[src/rtl/branch_pkg.sv]
// rtl/branch_pkg.sv - shared types and defaults for the branch trace player
package branch_pkg;

    localparam int BRANCH_W_DEF = 4;

    typedef enum logic [1:0] {
        ST_IDLE = 2'd0,
        ST_PLAY = 2'd1,
        ST_DONE = 2'd2
    } state_t;

    typedef struct packed {
        logic [BRANCH_W_DEF-1:0] branch;
        logic                    taken;
    } trace_entry_t;

endpackage

[src/rtl/trace_ram.sv]
// rtl/trace_ram.sv - single-write, asynchronous-read trace storage array
module trace_ram
    import branch_pkg::*;
#(
    parameter int DEPTH  = 64,
    parameter int DATA_W = BRANCH_W_DEF + 1,
    localparam int AW    = $clog2(DEPTH)
) (
    input  logic              i_clk,
    input  logic              i_we,
    input  logic [AW-1:0]     i_waddr,
    input  logic [DATA_W-1:0] i_wdata,
    input  logic [AW-1:0]     i_raddr,
    output logic [DATA_W-1:0] o_rdata
);

    logic [DATA_W-1:0] r_mem [DEPTH];

    // Contents carry no reset; only entries below trace_len are ever read as valid.
    always_ff @(posedge i_clk) begin
        if (i_we) begin
            r_mem[i_waddr] <= i_wdata;
        end
    end

    assign o_rdata = r_mem[i_raddr];

endmodule

[src/rtl/branch_trace_player.sv]
// rtl/branch_trace_player.sv - replays a loaded branch trace on a valid/ready stream
module branch_trace_player
    import branch_pkg::*;
#(
    parameter int DEPTH    = 64,
    parameter int BRANCH_W = BRANCH_W_DEF,
    parameter int CNT_W    = 32,
    localparam int AW      = $clog2(DEPTH),
    localparam int LEN_W   = AW + 1
) (
    input  logic                i_clk,
    input  logic                i_reset,
    input  logic                i_wr_en,
    input  logic [BRANCH_W-1:0] i_wr_branch,
    input  logic                i_wr_taken,
    input  logic                i_clear,
    input  logic                i_start,
    input  logic                i_loop,
    input  logic                i_stop,
    output logic                o_out_valid,
    input  logic                i_out_ready,
    output logic [BRANCH_W-1:0] o_out_branch,
    output logic                o_out_taken,
    output logic                o_busy,
    output logic                o_done,
    output logic                o_overflow,
    output logic [LEN_W-1:0]    o_trace_len,
    output logic [CNT_W-1:0]    o_issued,
    output logic [CNT_W-1:0]    o_passes
);

    state_t             r_state;
    state_t             w_state_nxt;
    logic [AW-1:0]      r_ptr;
    logic [LEN_W-1:0]   r_trace_len;
    logic               r_loop;
    logic               r_overflow;
    logic [CNT_W-1:0]   r_issued;
    logic [CNT_W-1:0]   r_passes;

    logic               w_in_idle;
    logic               w_in_play;
    logic               w_in_done;
    logic               w_full;
    logic               w_last;
    logic               w_xfer;
    logic               w_clear_ok;
    logic               w_start_ok;
    logic               w_wr_req;
    logic               w_wr_ok;
    logic               w_wr_drop;
    logic [BRANCH_W:0]  w_rdata;

    assign w_in_idle  = (r_state == ST_IDLE);
    assign w_in_play  = (r_state == ST_PLAY);
    assign w_in_done  = (r_state == ST_DONE);
    assign w_full     = (r_trace_len == LEN_W'(DEPTH));
    assign w_last     = ({1'b0, r_ptr} == (r_trace_len - LEN_W'(1)));
    assign w_xfer     = w_in_play & i_out_ready;

    // Priority in IDLE: clear, then start (needs a non-empty trace), then write.
    assign w_clear_ok = i_clear & (w_in_idle | w_in_done);
    assign w_start_ok = w_in_idle & i_start & ~i_clear & (r_trace_len != '0);
    assign w_wr_req   = w_in_idle & i_wr_en & ~i_clear & ~w_start_ok;
    assign w_wr_ok    = w_wr_req & ~w_full;
    assign w_wr_drop  = w_wr_req & w_full;

    trace_ram #(
        .DEPTH  (DEPTH),
        .DATA_W (BRANCH_W + 1)
    ) u_trace_ram (
        .i_clk   (i_clk),
        .i_we    (w_wr_ok),
        .i_waddr (r_trace_len[AW-1:0]),
        .i_wdata ({i_wr_branch, i_wr_taken}),
        .i_raddr (r_ptr),
        .o_rdata (w_rdata)
    );

    // State register.
    always_ff @(posedge i_clk) begin
        if (i_reset) begin
            r_state <= ST_IDLE;
        end else begin
            r_state <= w_state_nxt;
        end
    end

    // Next-state selection; stop beats a same-cycle final transfer.
    always_comb begin
        w_state_nxt = r_state;
        case (r_state)
            ST_IDLE: begin
                if (w_start_ok) begin
                    w_state_nxt = ST_PLAY;
                end
            end
            ST_PLAY: begin
                if (i_stop) begin
                    w_state_nxt = ST_IDLE;
                end else if (w_xfer && w_last && !r_loop) begin
                    w_state_nxt = ST_DONE;
                end
            end
            ST_DONE: begin
                if (w_clear_ok) begin
                    w_state_nxt = ST_IDLE;
                end
            end
            default: w_state_nxt = ST_IDLE;
        endcase
    end

    // Trace length, overflow flag, replay pointer and event/pass counters.
    always_ff @(posedge i_clk) begin
        if (i_reset) begin
            r_trace_len <= '0;
            r_overflow  <= 1'b0;
            r_ptr       <= '0;
            r_loop      <= 1'b0;
            r_issued    <= '0;
            r_passes    <= '0;
        end else begin
            if (w_clear_ok) begin
                r_trace_len <= '0;
                r_overflow  <= 1'b0;
            end else if (w_wr_ok) begin
                r_trace_len <= r_trace_len + LEN_W'(1);
            end else if (w_wr_drop) begin
                r_overflow  <= 1'b1;
            end

            if (w_start_ok) begin
                r_ptr    <= '0;
                r_loop   <= i_loop;
                r_issued <= '0;
                r_passes <= '0;
            end else if (w_xfer) begin
                r_issued <= r_issued + CNT_W'(1);
                if (w_last) begin
                    r_ptr    <= '0;
                    r_passes <= r_passes + CNT_W'(1);
                end else begin
                    r_ptr    <= r_ptr + AW'(1);
                end
            end
        end
    end

    assign o_out_valid  = w_in_play;
    assign o_busy       = w_in_play;
    assign o_done       = w_in_done;
    assign o_out_branch = w_rdata[BRANCH_W:1];
    assign o_out_taken  = w_rdata[0];
    assign o_overflow   = r_overflow;
    assign o_trace_len  = r_trace_len;
    assign o_issued     = r_issued;
    assign o_passes     = r_passes;

endmodule

[config.mk]
export PLATFORM = sky130hd
export DESIGN_NAME = branch_trace_player
export DESIGN_NICKNAME = d
export VERILOG_FILES = /design/src/rtl/branch_pkg.sv /design/src/rtl/trace_ram.sv /design/src/rtl/branch_trace_player.sv
export SDC_FILE = /design/constraint.sdc
export NUM_CORES = 1
export LEC_CHECK = 0
export ABC_CLOCK_PERIOD_IN_PS = 2920
export CELL_PAD_IN_SITES_DETAIL_PLACEMENT = 1
export CELL_PAD_IN_SITES_GLOBAL_PLACEMENT = 1
export CORE_MARGIN = 2
export CORE_UTILIZATION = 45
export DETAILED_ROUTE_END_ITERATION = 8
export PLACE_DENSITY = 0.72
export SLEW_MARGIN = 15
export SYNTH_ARGS = -nofsm -noshare
export SYNTH_HDL_FRONTEND = slang
export SYNTH_SLANG_ARGS = --single-unit
[constraint.sdc]
create_clock -name i_clk -period 2.92 [get_ports i_clk]
set_clock_uncertainty 0.1 [all_clocks]
set_input_delay 0.584 -clock i_clk [delete_from_list [all_inputs] [get_ports i_clk]]
set_output_delay 0.584 -clock i_clk [all_outputs]
set_load 0.02 [all_outputs]
==> reports/qor.log <==
qor: run_status.outcome finished, violations left
qor: pwr.p_clk_frac 0.463
qor: floorplan.dieHeight 199 µm
qor: critical_path.r2r_setup_slack 0.31 ns
qor: critical_path.critPathArrivalTime 2.71 ns
qor: clock_network.postCtsHoldBufs 0
qor: clock_network.clockRootBuffer sky130_fd_sc_hd__clkbuf_16
qor: pwr.p_comb_frac 0.024
qor: pwr.cellLeakagePower 7.02 nW
qor: global_routing.global_route_wire_length_before_repair 71600 µm
qor: synth.synth_register_bits 407
qor: clock_network.htree_num_levels 2
qor: drt.detail_route.wirelength 46400 µm
qor: floorplan.core-area 37500 µm²
qor: critical_path.timing.rr.end o_passes[29]$_SDFFE_PP0P_
qor: synth.netlist-cell-type-count 60
qor: place.detailed_place.area 19500 µm²
qor: pwr.cell_internal_pwr 0.00963 W
qor: global_routing.antenna_found_initial 0
qor: synth.synth_area 17100 µm²
qor: synth.synth.largest_area_cell sky130_fd_sc_hd__edfxtp_1
qor: drt.routed_wire_length_per_instance 24.4 µm
qor: final_layout.drive_above_1_share 0.291
qor: sta.report.final.hold_viol_count 0
qor: sta.fmax 295 MHz
qor: min_path.hold-path-cell-count 1
qor: clock_network.cts_tree yes
qor: place.finalWeightedCongestion 0.819
qor: critical_path.critPathMaxFanout 5
qor: final_layout.area_growth 26.1%
qor: pwr.vdd.ir_drop.worst 373 µV
qor: floorplan.die_width 199 µm
qor: place.place.port_buffers 92
qor: sta.rsz0062_at_grt true
qor: critical_path.worstSetupEndpointType output port
qor: final_layout.design.final.nets 1368
qor: drt.drt-pass1-iter-count 4
qor: global_routing.globalRoute.totalOverflow 0
qor: sta.finalSetupViolations 5
qor: synth.commonest_register_cell_after_synthesis sky130_fd_sc_hd__edfxtp_1
qor: sta.worst-slew-pin-transition 0.739 ns
qor: final_layout.insertedDiodeCount 0
qor: floorplan.design.portCount 93
qor: final_layout.final_design_area_no_fill 21500 µm²
qor: clock_network.clockBufferDepth 3
qor: floorplan.floorplan.initialDensity 0.456
qor: pwr.cellPowerDensity 565 nW/µm²
qor: critical_path.required 2.24 ns
qor: global_routing.number_of_global_route_vias_before_repair 11700
qor: sta.max_slew_violation_total_from_the_final_report 0
qor: clock_network.clock_insertion_delay_worst_skew 0.58 ns
qor: critical_path.r2r_start o_trace_len[0]$_SDFFE_PP0P_
qor: place.place.detailed.hpwl 28900 µm
qor: synth.synth.avg_cell_area 15.2 µm²
qor: global_routing.grt.total_usage 0.244
qor: flow_run.cap_violations 0
qor: clock_network.post_cts_clock_slew_at_the_launch_and_capture_registers_of_the_worst_setup_and_hold_paths 0.06 ns
qor: pwr.total_switching_power 0.00254 W
qor: synth.async_flop_share 0
qor: pwr.switching_share 0.208
qor: floorplan.num_rows 71
qor: synth.synth_fp_nets 1145
qor: sta.post-route-min-period 3.39 ns
qor: synth.ys_seq_area_frac 0.665
qor: sta.fin_crit_sh 1.16
qor: clock_network.clock-sinks 407
qor: drt.drt_iter0_markers 676
qor: synth.synth_top_area_share 0.563
qor: min_path.worst_hold_path_type primary input to register
qor: critical_path.r2r_cells 8
qor: floorplan.design.die.area 39500 µm²
qor: drt.number_of_design_rule_violations_left_after_detail_routing 0
qor: synth.post_synth_inst_count 1126
qor: critical_path.destination_of_the_critical_timing_path o_out_branch[2]
qor: synth.synth.yosys.warnings 0
qor: drt.dr_total_vias 10900
qor: critical_path.setup.worst_path.class register to output port
qor: pwr.total_power 0.0122 W
qor: drt.number_of_vias_per_cell_after_detailed_routing 5.72
qor: drt.antenna_violating_nets_post_route 0
qor: synth.synth-edff-count 320
qor: synth.yosys-top-cells-area sky130_fd_sc_hd__edfxtp_1 (56%), sky130_fd_sc_hd__mux4_2 (11%), sky130_fd_sc_hd__dfxtp_1 (10%)
qor: run_status.violations setup timing
qor: sta.setup_slack -0.469 ns
qor: clock_network.numCtsBuffers 45
qor: global_routing.grt_max_degree 65
qor: critical_path.cp-start-kind register
qor: sta.maxSlewHeadroom 0.508
qor: pwr.seq_power_share 0.514
-- logic make-up (layout without fill, tap and decap cells) --
kind of cell | Yosys count | in the layout | share of synthesized area
DFF | 407 | 407 | 0.665
and+or+nand+nor | 386 | 386 | 0.124
muxes | 113 | 113 | 0.125
xor gates and xnor gates | 47 | 47 | 0.0241
buffers and inverters | 81 | 341 | 0.0216
adders and majority gates | 6 | 6 | 0.00440
AOI/OAI and AO/OA | 86 | 86 | 0.0363
-- synth_stat cells, types with 2 or more instances --
cell,number
sky130_fd_sc_hd__nand4_1,40
sky130_fd_sc_hd__nor3_1,20
sky130_fd_sc_hd__buf_1,6
sky130_fd_sc_hd__xor2_1,39
sky130_fd_sc_hd__nand3_1,33
sky130_fd_sc_hd__nor4_2,11
sky130_fd_sc_hd__nor2b_1,3
sky130_fd_sc_hd__dfxtp_1,87
sky130_fd_sc_hd__buf_6,2
sky130_fd_sc_hd__nor2_4,10
sky130_fd_sc_hd__or4_1,8
sky130_fd_sc_hd__edfxtp_1,320
sky130_fd_sc_hd__ha_1,6
sky130_fd_sc_hd__buf_2,22
sky130_fd_sc_hd__a22oi_1,40
sky130_fd_sc_hd__or3b_2,2
sky130_fd_sc_hd__xnor2_1,8
sky130_fd_sc_hd__inv_1,11
sky130_fd_sc_hd__buf_4,3
sky130_fd_sc_hd__and3_1,11
sky130_fd_sc_hd__o31ai_1,2
sky130_fd_sc_hd__nor3b_1,2
sky130_fd_sc_hd__mux2i_1,33
sky130_fd_sc_hd__clkbuf_1,35
sky130_fd_sc_hd__or2_2,2
sky130_fd_sc_hd__nor4_1,18
sky130_fd_sc_hd__nand3b_1,2
sky130_fd_sc_hd__and4_1,8
sky130_fd_sc_hd__a21oi_1,30
sky130_fd_sc_hd__or3_1,31
sky130_fd_sc_hd__o21ai_4,2
sky130_fd_sc_hd__and3b_1,2
sky130_fd_sc_hd__and2_1,4
sky130_fd_sc_hd__nor2_1,116
sky130_fd_sc_hd__mux4_2,80
sky130_fd_sc_hd__nand2_1,53
-- critical path, stage by stage (launching register included) --
cell                      delay [ns]
sky130_fd_sc_hd__dfxtp_4        0.39
sky130_fd_sc_hd__buf_12         0.14
sky130_fd_sc_hd__buf_16         0.13
sky130_fd_sc_hd__buf_12         0.12
sky130_fd_sc_hd__mux4_2         0.53
sky130_fd_sc_hd__a22oi_2        0.19
sky130_fd_sc_hd__a21oi_2        0.08
sky130_fd_sc_hd__nor3_2         0.29
sky130_fd_sc_hd__a21oi_2        0.08
sky130_fd_sc_hd__buf_6          0.16
-- flip-flops by register name, summed over array words and instances, names as in the netlist, named ones only --
signal             count
o_passes              32
o_trace_len            7
u_trace_ram.r_mem    320
o_issued              32
r_state                2
o_overflow             1
r_loop                 1
r_ptr                  6
-- metrics by stage --
stage	hold slack (ns)	instances	util	TNS [ns]	setup slack [ns]
after global placement	0.355	1795	0.520	-2.21	-0.399
after CTS	0.338	1896	0.572	-2.27	-0.494
after floorplan	0.350	1126	-	0	0.215
after global routing	0.373	1897	0.574	-2.62	-0.550
final	0.359	1897	0.574	-2.21	-0.469
after detailed placement	0.371	1795	0.520	-2.38	-0.439
-- timing repair --
item                                    4_1_cts  5_1_grt
pin swaps                                    20       13
endpoints found under the setup margin        5        5
gates resized for setup                      76       16
gates cloned                                  5        0
buffers inserted                             13        2
-- power by group through the flow --
stage	Combinational, W	Sequential, W	Clock, W
2_1_floorplan	0.000112	0.00637	0
3_3_place_gp	0.000263	0.00637	0
3_5_place_dp	0.000273	0.00637	0
4_1_cts	0.000286	0.00625	0.00573
5_1_grt	0.000310	0.00624	0.00595
6_report	0.000287	0.00625	0.00563
-- how the worst min path moves through the flow --
stage	from	slack, ns	endpoint
after detailed placement	r_loop$_SDFFE_PP0P_	0.37	r_loop$_SDFFE_PP0P_
final	i_wr_branch[0]	0.36	u_trace_ram.r_mem[44][1]$_DFFE_PP_
after floorplan	r_loop$_SDFFE_PP0P_	0.35	r_loop$_SDFFE_PP0P_
after global placement	o_passes[31]$_SDFFE_PP0P_	0.36	o_passes[31]$_SDFFE_PP0P_
after global routing	i_wr_branch[0]	0.37	u_trace_ram.r_mem[44][1]$_DFFE_PP_
after CTS	i_wr_branch[0]	0.34	u_trace_ram.r_mem[44][1]$_DFFE_PP_
-- cell usage in the layout (no fill, tap or decap), drive strengths merged, types with 2 or more instances in the layout --
cell type,n
edfxtp,320
buf,163
nor2,127
dfxtp,87
clkdlybuf4s50,82
mux4,80
clkbuf,57
nand2,54
nand4,40
a22oi,40
xor2,39
nand3,34
mux2i,33
or3,32
a21oi,30
nor4,29
clkinv,22
nor3,21
inv,12
and3,11
or4,9
xnor2,8
and4,8
ha,6
and2,4
bufinv,4
nor2b,3
or2,3
o21ai,3
nand3b,2
or3b,2
and3b,2
o31ai,2
nor3b,2
-- final cells by class --
class / count / area (µm²)
Clock buffer: 57 / 1200
Clock inverter: 27 / 259
Fill cell: 3567 / 16000
Multi-Input combinational cell: 638 / 5610
Tap cell: 511 / 639
Sequential cell: 407 / 11400
Timing Repair Buffer: 245 / 2420
Inverter: 12 / 45.0
-- metal layers --
metal / wire length (µm) / vias to the layer above / GRT usage / part of all wire
met5: 0 / - / 0 / 0
met1: 19800 / 5620 / 0.319 / 0.43
li1: - / 4839 / - / -
met2: 22700 / 317 / 0.406 / 0.49
met4: 1350 / 0 / 0.0951 / 0.029
met3: 2470 / 78 / 0.0441 / 0.053
No activity file was read; power rests on OpenSTA's default activity.
